--- config.mk ---
export PLATFORM = sky130hd
export DESIGN_NAME = multiword_add_seq
export DESIGN_NICKNAME = d
export VERILOG_FILES = /design/src/rtl/multiword_add_seq.sv
export SDC_FILE = /design/constraint.sdc
export NUM_CORES = 1
export LEC_CHECK = 0
export CORE_UTILIZATION = 42
export CTS_CLUSTER_SIZE = 25
export DETAILED_ROUTE_END_ITERATION = 10
export GPL_TIMING_DRIVEN = 0
export PLACE_DENSITY = 0.76
export RECOVER_POWER = 50
export SKIP_CTS_REPAIR_TIMING = 1
export SYNTH_ARGS = -nofsm -noshare
export SYNTH_HDL_FRONTEND = slang
export SYNTH_SLANG_ARGS = --single-unit
export TNS_END_PERCENT = 30
--- constraint.sdc ---
create_clock -name clk -period 2.2 [get_ports clk]
set_clock_uncertainty 0.05 [all_clocks]
set_input_delay 0.55 -clock clk [delete_from_list [all_inputs] [get_ports clk]]
set_output_delay 0.55 -clock clk [all_outputs]
set_load 0.005 [all_outputs]
--- src/rtl/multiword_add_seq.sv ---
// Word-serial wide adder: steps one shared 16-bit adder across NUM_WORDS
// operand words, least significant first, chaining the carry between words.
module multiword_add_seq #(
  parameter int NUM_WORDS = 4
) (
  input  logic                    clk,
  input  logic                    rst,
  input  logic                    start,
  input  logic [16*NUM_WORDS-1:0] op_a,
  input  logic [16*NUM_WORDS-1:0] op_b,
  input  logic                    carry_in,
  output logic [15:0]             add_a,
  output logic [15:0]             add_b,
  output logic                    add_cin,
  input  logic [15:0]             add_sum,
  input  logic                    add_ovf,
  output logic                    busy,
  output logic                    done,
  output logic [16*NUM_WORDS-1:0] result,
  output logic                    carry_out,
  output logic                    signed_ovf
);

  localparam int W  = 16 * NUM_WORDS;
  localparam int IW = (NUM_WORDS > 1) ? $clog2(NUM_WORDS) : 1;
  localparam logic [IW-1:0] LAST = IW'(NUM_WORDS - 1);

  typedef enum logic [1:0] {
    IDLE,
    RUN,
    DONE
  } state_t;

  state_t          state_q, state_d;
  logic [IW-1:0]   idx_q, idx_d;
  logic [W-1:0]    a_q, a_d;
  logic [W-1:0]    b_q, b_d;
  logic            carry_q, carry_d;
  logic [W-1:0]    result_q, result_d;
  logic            cout_q, cout_d;
  logic            sovf_q, sovf_d;

  always_comb begin
    state_d  = state_q;
    idx_d    = idx_q;
    a_d      = a_q;
    b_d      = b_q;
    carry_d  = carry_q;
    result_d = result_q;
    cout_d   = cout_q;
    sovf_d   = sovf_q;
    add_a    = '0;
    add_b    = '0;
    add_cin  = 1'b0;
    unique case (state_q)
      IDLE: begin
        if (start) begin
          a_d     = op_a;
          b_d     = op_b;
          carry_d = carry_in;
          idx_d   = '0;
          state_d = RUN;
        end
      end
      RUN: begin
        add_a   = a_q[16*idx_q +: 16];
        add_b   = b_q[16*idx_q +: 16];
        add_cin = carry_q;
        result_d[16*idx_q +: 16] = add_sum;
        carry_d = add_ovf;
        if (idx_q == LAST) begin
          state_d = DONE;
          cout_d  = add_ovf;
          // top word is on the adder now, so its sign bits decide overflow
          sovf_d  = (a_q[W-1] == b_q[W-1]) &&
                    (add_sum[15] != a_q[W-1]);
        end else begin
          idx_d = idx_q + 1'b1;
        end
      end
      DONE: begin
        state_d = IDLE;
      end
      default: begin
        state_d = IDLE;
      end
    endcase
  end

  always_ff @(posedge clk) begin
    if (rst) begin
      state_q  <= IDLE;
      idx_q    <= '0;
      a_q      <= '0;
      b_q      <= '0;
      carry_q  <= 1'b0;
      result_q <= '0;
      cout_q   <= 1'b0;
      sovf_q   <= 1'b0;
    end else begin
      state_q  <= state_d;
      idx_q    <= idx_d;
      a_q      <= a_d;
      b_q      <= b_d;
      carry_q  <= carry_d;
      result_q <= result_d;
      cout_q   <= cout_d;
      sovf_q   <= sovf_d;
    end
  end

  assign busy       = (state_q == RUN);
  assign done       = (state_q == DONE);
  assign result     = result_q;
  assign carry_out  = cout_q;
  assign signed_ovf = sovf_q;

endmodule

==> PnR_summary.wiki <==
{| class="wikitable"
! Metric !! Value
|-
| Type of the worst setup path || flop to output pin
|-
| Post-synthesis net count || 1,053
|-
| Worst max-slew margin expressed relative to the limit || approximately 58%
|-
| Pre-CTS WS || -0.560 ns
|-
| Final-layout fill cell count || roughly 1,600
|-
| Final TNS setup || -11.61 ns
|-
| Per-instance average area after synthesis || 9.00 um2
|-
| Setup-violating endpoint count in the final report || 63
|-
| Share of layout cells above drive strength 1 || about 16%
|-
| Vias in the first global route || 7,317
|-
| Full die area || approximately 0.020 mm2
|-
| Top fanout value on the critical path || 7
|-
| Startpoint Class || flop
|-
| Total of buffers placed on input and output ports || 248
|-
| Worst IR Drop VDD || approximately 0.53 mV
|-
| Clock tree from TritonCTS || built
|-
| Final cell count without fillers || around 1,400
|-
| Most frequently used cell type in the post-synthesis netlist || sky130_fd_sc_hd__nand2_1
|-
| Proportion of netlist area held by the largest area contributor || about half
|-
| Run status || complete, but fails checks
|-
| Average routed wire per standard cell || about 18 um
|-
| Number of nets still failing antenna checks after routing || 0
|-
| Violated checks || negative setup slack
|-
| Fraction of registers with async set/reset || 0%
|-
| DRC violation count after routing || 0
|-
| Post-synth EDFFs || 0
|-
| Maxcap violations || 0
|-
| Die Wd || roughly 140 um
|-
| Fmax || ~0.39 GHz
|-
| Wirelength, routed || about 26 mm
|-
| Cell type of the slowest stage on the worst timing path || sky130_fd_sc_hd__mux4_2
|-
| Worst hold path type || flop to flop
|-
| Cell taking the most area after synthesis || sky130_fd_sc_hd__dfxtp_1
|-
| Post-route core utilization || 63.5%
|-
| Final critical path time including I/O delays and setup || about 2.6 ns
|-
| Seq. cell area || 0.00399 mm2
|-
| CP delay by family, top || buffers and inverters
|-
| Length of the first detailed-routing pass in iterations || 5
|-
| Power Dens Cells || 701 mW/mm2
|-
| Cells after Synth || approximately 900
|-
| Final design instance area without fill || 0.0119 mm2
|-
| Clock latency reported for the late side of the worst-skew pair || about 0.42 ns
|-
| Instance area after placement || approximately 0.011 mm2
|-
| Clock root cell || sky130_fd_sc_hd__clkbuf_16
|-
| Post-DP HPWL || between 15 and 20 mm
|-
| Total global routing overflow || 0
|-
| Initial DRC count || 428
|-
| DP Cell Count || between 1,000 and 1,500
|-
| Deepest level of the CTS H-tree || 4
|-
| Max-slew violation count || 0
|-
| Worst-case clock buffer depth || 2
|-
| Number of synthesis warnings || 0
|-
| Data required time at the worst endpoint || ~1.6 ns
|-
| Clock transition at the registers of the reported paths || 0.07 ns
|-
| Number of buffers created by CTS || 17
|-
| Most frequent CP cell || sky130_fd_sc_hd__buf_12
|-
| Setup repair after global routing missed its margin || yes
|-
| Total core area || about 0.019 mm2
|-
| Share of the clock period used by the worst path || 118%
|-
| Most used DFF post-synth || sky130_fd_sc_hd__dfxtp_1
|-
| Routed via count || 7,599
|-
| Layout area overhead || 47.6%
|-
| Cell variety after synth || 36
|-
| Final hold vios || 0
|-
| Critical Path Max Stage Delay || around 0.48 ns
|-
| N_diodes || 0
|-
| Global-route wire length before repair || roughly 39 mm
|-
| Starting utilization of the core area || 43.0%
|-
| Critical Path, Cell by Cell || buf_12 > buf_12 > buf_8 > buf_4 > mux4_2 > and2_4 > clkbuf_2
|-
| Chip Height || approximately 140 um
|-
| I/O pin total || 250
|-
| Most frequent cells after synthesis || sky130_fd_sc_hd__nand2_1 (290), sky130_fd_sc_hd__dfxtp_1 (199), sky130_fd_sc_hd__a21oi_1 (164), sky130_fd_sc_hd__nand3_1 (34), sky130_fd_sc_hd__and2_1 (33)
|-
| Most area-consuming cells after synthesis || sky130_fd_sc_hd__dfxtp_1 (49%), sky130_fd_sc_hd__nand2_1 (13%), sky130_fd_sc_hd__a21oi_1 (10%)
|-
| Adder-cell share of the synthesized area || less than 1%
|-
| Final #Nets || ~1,300
|-
| Number of buffers and inverters on the critical path || 5
|-
| Arrival time of the worst setup path || just under 2 ns
|-
| Aggregate global-route resource usage || between 20% and 30%
|-
| Sequential element share of the synthesized area || about half
|-
| Placer congestion estimate || slightly above 0.8
|-
| Vias per Instance || roughly 5.3
|-
| Compound-cell area share of the yosys netlist || 14.4%
|-
| CTS Sinks || approximately 200
|-
| Slack of the critical path || -0.390 ns
|-
| Share of synthesized cell area in and, or, nand and nor gates || between 20% and 30%
|-
| Main combinational cell family by area after synthesis || simple AND/OR/NAND/NOR gates
|-
| Category of the worst setup path capture point || output pin
|-
| Number of antenna violations at the first check in global routing || 0
|-
| Multiplexer share of the synthesized area || between 9 and 10%
|-
| Worst Max-Slew Pin Slew || 0.631 ns
|-
| Pin count of the biggest net entering global routing || 17
|-
| Number of synthesized register bits || between 150 and 200
|-
| Number of placement rows || 50
|-
| Footprint of the multi-input gates || 0.00373 mm2
|-
| Xor-xnor portion of the synthesized cell area || 0%
|-
| Cell leakage power || 4.81 nW
|-
| Netlist Area Pre-Place || 0.00808 mm2
|}
## path summary, 6_finish.rpt
| path | start | slack, ns | end | depth (start not counted) |
|---|---|---|---|---|
| max reg2reg | idx_q[0] | -0.10 | result[45] | 10 |
| min | result[23] | 0.40 | result[23] | 2 |
| max | idx_q[0] | -0.39 | add_a[4] | 7 |
| min reg2reg | result[23] | 0.40 | result[23] | 2 |
## flip-flops by register name, indices dropped and copies added (netlist names)
name and cells:
state_q 2, result 64, b_q 64, signed_ovf 1, idx_q 2, a_q 64, carry_out 1, carry_q 1
## power by group
part           leakage [nW]  switching [mW]  internal (mW)
clock                 0.294            1.39           1.85
combinational          2.89           0.587          0.678
sequential             1.63          0.0902           3.77
## kinds of logic (layout without fill, tap and decap cells)
| logic type | after synthesis | after routing |
|---|---|---|
| muxes | 32 | 32 |
| DFF | 199 | 199 |
| AOI/OAI and AO/OA | 203 | 203 |
| buffers and inverters | 79 | 382 |
| adders and majority gates | 6 | 6 |
| and+or+nand+nor | 379 | 379 |
## area by class of cell
type	instances	share of cell area, %
inverter	5	0.252
multi-input combinational	620	31.3
timing repair buffer	272	22.7
tap	234	2.46
clock inverter	10	1.20
clock buffer	21	3.86
buffer	74	4.71
sequential	199	33.5
## tightest hold or removal path: stages, from the launching register on
cell and delay, ns:
sky130_fd_sc_hd__dfxtp_1 0.31, sky130_fd_sc_hd__nand2_1 0.05, sky130_fd_sc_hd__a21oi_1 0.05
## per-stage QoR
step	power [mW]	hold WS [ns]
2_1_floorplan	4.50	0.382
3_3_place_gp	5.06	0.387
3_5_place_dp	5.08	0.393
4_1_cts	8.27	0.402
5_1_grt	8.65	0.411
6_report	8.36	0.400
## layer usage
layer	track usage [%]	part of all wire, %	vias up
li1	-	-	3636
met4	8.52	1.4	0
met2	43.7	50	313
met1	33.1	43	3619
met3	4.69	6.4	31
met5	0	0	-
## layout by cell type, fill, tap and decap left out, drive strengths merged, types with 3 or more instances in the layout
master and n:
inv 6, a22o 32, a21oi 166, and2 33, clkdlybuf4s50 214, nand3b 4, dlymetal6s2s 21, clkinv 4
bufinv 3, nor3 3, clkbuf 61, mux4 32, and3b 3, ha 6, nand2 290, buf 71
dfxtp 199, nand3 34, nor2 3
Power figures use the tool's default switching activity.
